--- config.mk ---
export PLATFORM = sky130hd
export DESIGN_NAME = pwm_capture
export DESIGN_NICKNAME = d
export VERILOG_FILES = /design/src/rtl/pwm_pkg.sv /design/src/rtl/pwm_tick_gen.sv /design/src/rtl/pwm_capture.sv
export SDC_FILE = /design/constraint.sdc
export NUM_CORES = 1
export LEC_CHECK = 0
export CAP_MARGIN = 20
export CORE_MARGIN = 5
export CORE_UTILIZATION = 40
export DETAILED_ROUTE_END_ITERATION = 12
export PLACE_DENSITY = 0.71
export SETUP_SLACK_MARGIN = 0.1
export SLEW_MARGIN = 20
export SYNTH_ARGS = -nofsm -noshare
export SYNTH_HDL_FRONTEND = slang
export SYNTH_HIERARCHICAL = 1
export SYNTH_SLANG_ARGS = --single-unit
--- constraint.sdc ---
create_clock -name clk -period 1.63 [get_ports clk]
set_input_delay 0.326 -clock clk [delete_from_list [all_inputs] [get_ports clk]]
set_output_delay 0.326 -clock clk [all_outputs]
set_load 0.1 [all_outputs]
--- src/rtl/pwm_pkg.sv ---
// rtl/pwm_pkg.sv - shared PWM defaults and capture state encoding
package pwm_pkg;

   // Clocks per tick; generator and capture must agree on this time base.
   localparam int WAVE_WEIGHT_DEFAULT    = 1024;
   // Width of wave length and pulse width fields, in ticks.
   localparam int WAVE_LEN_WIDTH_DEFAULT = 11;

   typedef enum logic [1:0] {
      IDLE     = 2'd0,
      SYNC     = 2'd1,
      ACTIVE   = 2'd2,
      INACTIVE = 2'd3
   } pwm_state_e;

endpackage

--- src/rtl/pwm_tick_gen.sv ---
// rtl/pwm_tick_gen.sv - free-running weight counter producing one-clock tick pulses
module pwm_tick_gen
   import pwm_pkg::*;
#(
   parameter int WAVE_WEIGHT       = WAVE_WEIGHT_DEFAULT,
   parameter int WAVE_WEIGHT_WIDTH = $clog2(WAVE_WEIGHT + 1)
) (
   input  logic clk,
   input  logic reset,
   output logic tick
);

   localparam logic [WAVE_WEIGHT_WIDTH-1:0] WEIGHT_MAX = WAVE_WEIGHT_WIDTH'(WAVE_WEIGHT - 1);
   localparam logic [WAVE_WEIGHT_WIDTH-1:0] WEIGHT_ONE = WAVE_WEIGHT_WIDTH'(1);

   logic [WAVE_WEIGHT_WIDTH-1:0] weight_cnt_q, weight_cnt_d;
   logic                         tick_q, tick_d;

   // Count 0..WAVE_WEIGHT-1 and flag the wrap so the tick is registered.
   always_comb begin
      tick_d       = (weight_cnt_q == WEIGHT_MAX);
      weight_cnt_d = tick_d ? '0 : weight_cnt_q + WEIGHT_ONE;
   end

   // Counter and tick flops; the counter ignores enable so all users share one phase.
   always_ff @(posedge clk or posedge reset) begin
      if (reset) begin
         weight_cnt_q <= '0;
         tick_q       <= 1'b0;
      end else begin
         weight_cnt_q <= weight_cnt_d;
         tick_q       <= tick_d;
      end
   end

   assign tick = tick_q;

endmodule

--- src/rtl/pwm_capture.sv ---
// rtl/pwm_capture.sv - PWM decoder measuring wave length and pulse width in ticks
module pwm_capture
   import pwm_pkg::*;
#(
   parameter int WAVE_WEIGHT       = WAVE_WEIGHT_DEFAULT,
   parameter int WAVE_LEN_WIDTH    = WAVE_LEN_WIDTH_DEFAULT,
   parameter int WAVE_WEIGHT_WIDTH = $clog2(WAVE_WEIGHT + 1)
) (
   input  logic                      clk,
   input  logic                      reset,
   input  logic                      enable,
   input  logic                      active_high,
   input  logic                      pwm_in,
   output logic [WAVE_LEN_WIDTH-1:0] wave_length_out,
   output logic [WAVE_LEN_WIDTH-1:0] pulse_width_out,
   output logic                      active_high_out,
   output logic                      valid,
   output logic                      timeout,
   output logic                      locked
);

   localparam logic [WAVE_LEN_WIDTH-1:0] LEN_ONE = WAVE_LEN_WIDTH'(1);
   localparam logic [WAVE_LEN_WIDTH-1:0] LEN_MAX = '1;

   logic tick;

   pwm_tick_gen #(
      .WAVE_WEIGHT       (WAVE_WEIGHT),
      .WAVE_WEIGHT_WIDTH (WAVE_WEIGHT_WIDTH)
   ) u_tick_gen (
      .clk   (clk),
      .reset (reset),
      .tick  (tick)
   );

   pwm_state_e                state_q, state_d;
   logic                      sync1_q, sync1_d, sync2_q, sync2_d;
   logic                      a_prev_q, a_prev_d;
   logic [WAVE_LEN_WIDTH-1:0] period_cnt_q, period_cnt_d;
   logic [WAVE_LEN_WIDTH-1:0] pulse_cnt_q, pulse_cnt_d;
   logic [WAVE_LEN_WIDTH-1:0] wave_length_q, wave_length_d;
   logic [WAVE_LEN_WIDTH-1:0] pulse_width_q, pulse_width_d;
   logic                      active_high_q, active_high_d;
   logic                      valid_q, valid_d;
   logic                      timeout_q, timeout_d;
   logic                      locked_q, locked_d;
   logic                      level;
   logic                      act_edge;
   logic                      cnt_sat;

   // Next-state logic: synchronizer, edge detect on ticks, measurement FSM.
   always_comb begin
      sync1_d       = pwm_in;
      sync2_d       = sync1_q;
      level         = sync2_q ^ ~active_high;
      act_edge      = level & ~a_prev_q;
      cnt_sat       = (period_cnt_q == LEN_MAX);
      a_prev_d      = tick ? level : a_prev_q;
      state_d       = state_q;
      period_cnt_d  = period_cnt_q;
      pulse_cnt_d   = pulse_cnt_q;
      wave_length_d = wave_length_q;
      pulse_width_d = pulse_width_q;
      active_high_d = active_high_q;
      valid_d       = 1'b0;
      timeout_d     = 1'b0;
      locked_d      = locked_q;

      if (!enable) begin
         // Disable abandons any measurement silently; results stay visible.
         state_d  = IDLE;
         locked_d = 1'b0;
      end else begin
         case (state_q)
            IDLE: state_d = SYNC;
            SYNC: begin
               if (tick && act_edge) begin
                  period_cnt_d = LEN_ONE;
                  pulse_cnt_d  = LEN_ONE;
                  state_d      = ACTIVE;
               end
            end
            ACTIVE: begin
               if (tick) begin
                  if (cnt_sat) begin
                     timeout_d = 1'b1;
                     locked_d  = 1'b0;
                     state_d   = SYNC;
                  end else begin
                     period_cnt_d = period_cnt_q + LEN_ONE;
                     if (level) pulse_cnt_d = pulse_cnt_q + LEN_ONE;
                     else       state_d     = INACTIVE;
                  end
               end
            end
            INACTIVE: begin
               if (tick) begin
                  // A completing edge wins over saturation, so a full-scale period still reports.
                  if (act_edge) begin
                     wave_length_d = period_cnt_q;
                     pulse_width_d = pulse_cnt_q;
                     active_high_d = active_high;
                     valid_d       = 1'b1;
                     locked_d      = 1'b1;
                     period_cnt_d  = LEN_ONE;
                     pulse_cnt_d   = LEN_ONE;
                     state_d       = ACTIVE;
                  end else if (cnt_sat) begin
                     timeout_d = 1'b1;
                     locked_d  = 1'b0;
                     state_d   = SYNC;
                  end else begin
                     period_cnt_d = period_cnt_q + LEN_ONE;
                  end
               end
            end
            default: state_d = IDLE;
         endcase
      end
   end

   // State, counters and registered outputs.
   always_ff @(posedge clk or posedge reset) begin
      if (reset) begin
         state_q       <= IDLE;
         sync1_q       <= 1'b0;
         sync2_q       <= 1'b0;
         a_prev_q      <= 1'b0;
         period_cnt_q  <= '0;
         pulse_cnt_q   <= '0;
         wave_length_q <= '0;
         pulse_width_q <= '0;
         active_high_q <= 1'b0;
         valid_q       <= 1'b0;
         timeout_q     <= 1'b0;
         locked_q      <= 1'b0;
      end else begin
         state_q       <= state_d;
         sync1_q       <= sync1_d;
         sync2_q       <= sync2_d;
         a_prev_q      <= a_prev_d;
         period_cnt_q  <= period_cnt_d;
         pulse_cnt_q   <= pulse_cnt_d;
         wave_length_q <= wave_length_d;
         pulse_width_q <= pulse_width_d;
         active_high_q <= active_high_d;
         valid_q       <= valid_d;
         timeout_q     <= timeout_d;
         locked_q      <= locked_d;
      end
   end

   assign wave_length_out = wave_length_q;
   assign pulse_width_out = pulse_width_q;
   assign active_high_out = active_high_q;
   assign valid           = valid_q;
   assign timeout         = timeout_q;
   assign locked          = locked_q;

endmodule
==> impl_metrics.ini, run 1 <==
[layout]
drive_above_1_share_pct = 55.81
stdcell_count = 489
diodes = 0
nets = 391
final_area_sq_um = 5119
fillCellCount = 505
synthToLayoutAreaGrowth_pct = 65.16
utilization_pct = 66.93

[setup_path]
crit_start = pulse_cnt_q[0]
critical_path_class = reg -> reg
r2r_cells = 5
crit_buf_inv = 0
crit_family = simple AND/OR/NAND/NOR gates
arrival_ns = 2.09
critPathSlowestCell = or4_4
reg2reg_from = pulse_cnt_q[0]
endpoint_kind = flop
critPathMaxStageDelay_ns = 0.45
crit_top_cell = or4_4
worstPathCellList = ha_2 -> nand3_4 -> or4_4 -> or4_4 -> o221ai_2
start_kind = flop
cp.required_ns = 1.91
crit_path_max_fanout = 3
cp.depth = 5

[die]
design.die.area_sq_um = 9609
die_w_um = 98.03
rows = 32
die_y_um = 98.03
initial_utilization_pct = 40.53
ios = 31
core_area_sq_um = 7647

[power]
p_per_area_nw_per_um2 = 613.0
clkPwrFrac_pct = 43.0
p_sw_mw = 0.7526
intPower_mw = 2.385
switching_share_pct = 23.99
power_mw = 3.138
comb_power_share_pct = 5.4
p_seq_share_pct = 51.7
leakage_nw = 2.169
ir_drop_uv = 459.4

[synthesis]
yosys.area_share.xor_xnor_pct = 2.220
synth-simple-area-share_pct = 18.53
synth_fa_ha_area_share_pct = 1.211
synth_fp_nets = 278
async_reset_ff_share_pct = 100.0
synth_top_area_share_pct = 52.48
synth_top_family_by_area = simple AND/OR/NAND/NOR gates
synthTopCellsByArea = dfrtp_1 (52%), mux2_2 (8.4%), nand3_1 (3.1%), or4_1 (2.4%), o221ai_1 (2.3%)
ys_seq_area_share_pct = 52.48
ys.flop_type = dfrtp_1
yosys.area.top_type = dfrtp_1
yosys_warnings = 6
ys_types = 56
synth_compound_area_share_pct = 12.52
synth_mux_area_share_pct = 9.730
synthCells = 270
syn_avg_cell_area_sq_um = 11.48
synth_edf_count = 0
ys_seq_elements = 65
netlist_area_sq_um = 3099

[global_route]
grt_first_pass_wirelength_mm = 13.96
grt_antenna_before_repair = 0
grt.overflow.total = 0
grt_usage_pct = 17.82
grt_max_degree = 48
grt_pass1_vias = 2779

[routing]
drt_iter0_markers = 120
remaining_drc_errors = 0
vias = 2737
routed_wl_mm = 8.988
postRouteAntennaNets = 0
firstDrtPassIters = 4
avgViaCountPerCell = 5.597
drt-wirelength-per-cell_um = 18.38

[clock_network]
clkTransAtPathRegs_ns = 0.08
cts_made_buffers = 9
clkSinkCount = 65
htree_levels = 3
hold_buffers = 0
worstSkewPairLatency_ns = 0.36
root_buffer = clkbuf_8
clockBufferDepth = 2
cts_tree = built

[status]
violations = setup timing
status = finished, violations left

[placement]
portBuffers = 30
dp_hpwl_mm = 5.270
postPlaceCellArea_sq_um = 4325
place_worst_setup_slack_ns = -0.4773
gp_congestion = 0.8186
dp_cells = 454

[sta]
worst_slew_pin_slew_ns = 0.4358
maxSlewViolCount = 0
layout_setup_ws_ns = -0.1829
fin_crit_ns = 1.813
rsz0062_at_grt = yes
whs_ns = 0.2547
max_freq_mhz = 551.6
clock_skew_ns = 0.009655
setup_viol = 35
maxSlewHeadroom_pct = 70.91
setup_tns_ns = -1.696
hold_violations = 0
period_share_pct = 111.2

[job]
maxCapViolCount = 0

[min_path]
hold_class = in -> async
-- logic make-up (layout without fill, tap and decap cells) --
group | count (synthesis) | after routing
AND/OR/NAND/NOR | 92 | 92
buffers and inverters | 23 | 140
XOR/XNOR | 7 | 7
adder cells (fa/ha/maj) | 3 | 3
multiplexers | 27 | 27
AO/OA/AOI/OAI | 53 | 53
flip-flops | 65 | 65
-- cells in the mapped netlist, types with 5 or more instances --
master	instances
dfrtp_1	65
mux2_2	23
nand3_1	19
inv_1	15
nand2_1	14
a21oi_1	10
or4_1	10
o221ai_1	8
nor2_1	7
nor3_1	6
o21ai_0	6
or3_1	6
o31ai_1	5
xor2_1	5
-- path summary, 6_finish.rpt --
| path | slack, ns | end |
|---|---|---|
| setup reg to reg | -0.18 | pulse_cnt_q[8] |
| min in group clk | 0.35 | sync2_q |
| hold / removal | 0.25 | timeout |
| hold reg to reg | 0.35 | sync2_q |
| max in group asynchronous | 0.88 | sync2_q |
| setup / recovery | -0.18 | pulse_cnt_q[8] |
-- metal layers --
layer	share of wire, %	track usage, %	vias to the layer above
met2	51	30.52	75
li1	-	-	1241
met3	4.2	4.786	24
met5	0	0	-
met1	42	22.19	1397
met4	2.8	4.899	0
-- cells in the final DEF, fill, tap and decap left out, drive strengths merged, types with 3 or more instances in the layout --
| cell | count |
|---|---|
| a21oi | 10 |
| and3 | 3 |
| o31ai | 5 |
| o21ai | 9 |
| clkbuf | 10 |
| nor2 | 8 |
| or4 | 13 |
| mux2 | 25 |
| dfrtp | 65 |
| xor2 | 5 |
| o221ai | 9 |
| or3 | 6 |
| nand3 | 22 |
| inv | 14 |
| nand2b | 4 |
| ha | 3 |
| clkinvlp | 4 |
| nand2 | 15 |
| buf | 106 |
| nor3 | 6 |
| nor2b | 3 |
| a21boi | 3 |
| nor4 | 3 |
| nand4 | 5 |
-- sequential cells by signal, summed over array words and instances (netlist names), 2 cells and up --
| signal | flops |
|---|---|
| state_q | 2 |
| wave_length_out | 11 |
| pulse_cnt_q | 11 |
| pulse_width_out | 11 |
| u_tick_gen/weight_cnt_q | 11 |
| period_cnt_q | 11 |
-- power groups by stage --
stage / Combinational [mW] / Clock, mW / Sequential [mW]
2_1_floorplan: 0.0590 / 0 / 1.65
3_3_place_gp: 0.114 / 0 / 1.65
3_5_place_dp: 0.118 / 0 / 1.65
4_1_cts: 0.156 / 1.35 / 1.62
5_1_grt: 0.181 / 1.43 / 1.62
6_report: 0.169 / 1.35 / 1.62
-- cell type report --
type,count,area (sq um),share of cell area (%)
Multi-Input combinational cell,182,1844,36.03
Sequential cell,65,1632,31.87
Timing Repair Buffer,110,1270,24.81
Clock buffer,10,127.6,2.493
Tap cell,102,127.6,2.493
Inverter,15,60.06,1.173
Clock inverter,5,57.56,1.124
-- what timing repair did --
action                                  CTS  global route
cloned                                    1             0
pin swaps                                37            26
hold endpoints to repair                  0             0
gates resized for setup                  63            45
buffers inserted                         19             5
endpoints found under the setup margin   47            51
No activity file was read; power rests on OpenSTA's default activity.
==> run 2, diff against run 1 <==
--- a/config.mk
+++ b/config.mk
@@ -9,7 +9,7 @@
 export CORE_MARGIN = 5
 export CORE_UTILIZATION = 40
 export DETAILED_ROUTE_END_ITERATION = 12
-export PLACE_DENSITY = 0.71
+export REMOVE_ABC_BUFFERS = 1
 export SETUP_SLACK_MARGIN = 0.1
 export SLEW_MARGIN = 20
 export SYNTH_ARGS = -nofsm -noshare
==> run 2 against run 1 <==
  * The flow still finishes with violations (setup timing)
  * Combinational power is 3% lower
  * Worst hold slack better by 0.084 ns
  * Worst setup slack better by 0.043 ns
  * Maximum frequency is 2.5% higher
  * Cell area is 3.3% higher
  * Clock power is 17% higher
  * Sequential cell count stayed put
  * Power is 7.2% higher
  * Via count is 0.73% higher
  * Die area stayed put
  * Critical endpoint is now pulse_cnt_q[3]
  * Largest cell class unchanged
==> impl_metrics.ini, run 2 (synthesized netlist as in run 1, its figures left out) <==
[global_route]
grt_first_pass_wirelength_mm = 13.70
grt.overflow.total = 0
grt_usage_pct = 17.70
grt_antenna_before_repair = 0
grt_max_degree = 54
grt_pass1_vias = 2768

[layout]
multi_input_area_sq_um = 1815
drive_above_1_share_pct = 57.43
stdcell_count = 499
final_area_sq_um = 5286
regArea_sq_um = 1632
fillCellCount = 520
diodes = 0
final_cell_mix = dfrtp_1 (61), buf_4 (57), buf_12 (29), buf_6 (25), mux2_4 (23)
final_common_cell = dfrtp_1
nets = 400
synthToLayoutAreaGrowth_pct = 70.57

[die]
design.die.area_sq_um = 9609
core_area_sq_um = 7647
initial_utilization_pct = 40.53
ios = 31
die_w_um = 98.03
rows = 32
die_y_um = 98.03

[routing]
vias = 2757
routed_wl_mm = 8.803
firstDrtPassIters = 4
drt_iter0_markers = 133
drt-wirelength-per-cell_um = 17.64
remaining_drc_errors = 0
avgViaCountPerCell = 5.525
postRouteAntennaNets = 0

[job]
maxCapViolCount = 0

[min_path]
hold_class = in -> async

[setup_path]
start_kind = flop
rrSetupSlack_ns = -0.14
endpoint_kind = flop
crit_path_max_fanout = 4
arrival_ns = 2.04
critical_path_class = reg -> reg
reg2reg_from = period_cnt_q[0]
cp.required_ns = 1.90
r2r_cells = 7
r2r-end = pulse_cnt_q[3]
critPathCapture = pulse_cnt_q[3]
crit_start = period_cnt_q[0]

[clock_network]
root_buffer = clkbuf_8
worstSkewPairLatency_ns = 0.35
hold_buffers = 0
clkSinkCount = 65
cts_tree = built
htree_levels = 3
clkTransAtPathRegs_ns = 0.07
cts_made_buffers = 9
clockBufferDepth = 2

[sta]
maxSlewHeadroom_pct = 69.28
setup_tns_ns = -3.068
rsz0062_at_grt = yes
period_share_pct = 108.6
hold_violations = 0
maxSlewViolCount = 0
worst_slew_pin_slew_ns = 0.4603
clock_skew_ns = 0.01138
max_freq_mhz = 565.2
layout_setup_ws_ns = -0.1394
fin_crit_ns = 1.769
setup_viol = 38

[power]
p_per_area_nw_per_um2 = 636.0
ir_drop_uv = 586.3
leakage_nw = 2.262

[placement]
postPlaceCellArea_sq_um = 4179
dp_cells = 449
dp_hpwl_mm = 4.907
gp_congestion = 0.7945
portBuffers = 30

[status]
status = finished, violations left
violations = setup timing
run 2: worst min-delay path by stage:
| stage | start | to | slack, ns |
|---|---|---|---|
| after floorplan | reset | u_tick_gen/tick | 0.19 |
| after global placement | sync1_q | sync2_q | 0.34 |
| after detailed placement | sync1_q | sync2_q | 0.34 |
| after CTS | reset | u_tick_gen/weight_cnt_q[2] | 0.35 |
| after global routing | sync1_q | sync2_q | 0.36 |
| final | reset | u_tick_gen/weight_cnt_q[10] | 0.34 |
run 2: per-layer routing:
metal  part of all wire (%)  global-route usage, %  vias up
li1                       -                      -     1262
met4                    1.5                  6.390        0
met2                     51                  28.74       68
met3                    4.0                  4.357       15
met1                     44                  23.02     1412
met5                      0                      0        -
run 2: what timing repair did:
action                     4_1_cts  5_1_grt
setup endpoints to repair       48       54
setup buffers                   25       13
resized for setup               89       49
pin swaps                       32       30
gates cloned                     4        0
run 2: critical path, cell delays in order, from the launching register on:
cell and delay, ns:
dfrtp_1 0.40, ha_2 0.22, nand2_4 0.09, nor4_4 0.06, buf_4 0.15, buf_4 0.12, or4_4 0.50, o221ai_2 0.14
run 2: power breakdown:
part | internal [mW] | total (mW) | switching, mW
clock network | 0.945 | 1.58 | 0.632
registers | 1.62 | 1.62 | 0.00449
logic | 0.0726 | 0.164 | 0.0912
total | 2.63 | 3.36 | 0.728
run 2: metrics by stage:
| stage | total power [mW] | utilization, % | hold slack (ns) | worst slack, ns |
|---|---|---|---|---|
| final | 3.362 | 69.13 | 0.3386 | -0.1394 |
| after floorplan | 1.702 | - | 0.1907 | -0.4336 |
| after detailed placement | 1.756 | 54.65 | 0.3381 | -0.6018 |
| after global placement | 1.754 | 54.65 | 0.3355 | -0.5158 |
| after global routing | 3.482 | 69.13 | 0.3551 | -0.1933 |
| after CTS | 3.362 | 65.46 | 0.3468 | -0.1973 |
run 2: layout make-up:
| type | count | area share (%) |
|---|---|---|
| clock buffers | 12 | 2.935 |
| clock inverters | 4 | 1.420 |
| inverters | 15 | 1.065 |
| multi-input cells | 182 | 34.34 |
| flip-flops and latches | 65 | 30.86 |
| well taps | 102 | 2.414 |
| repair buffers | 119 | 26.96 |
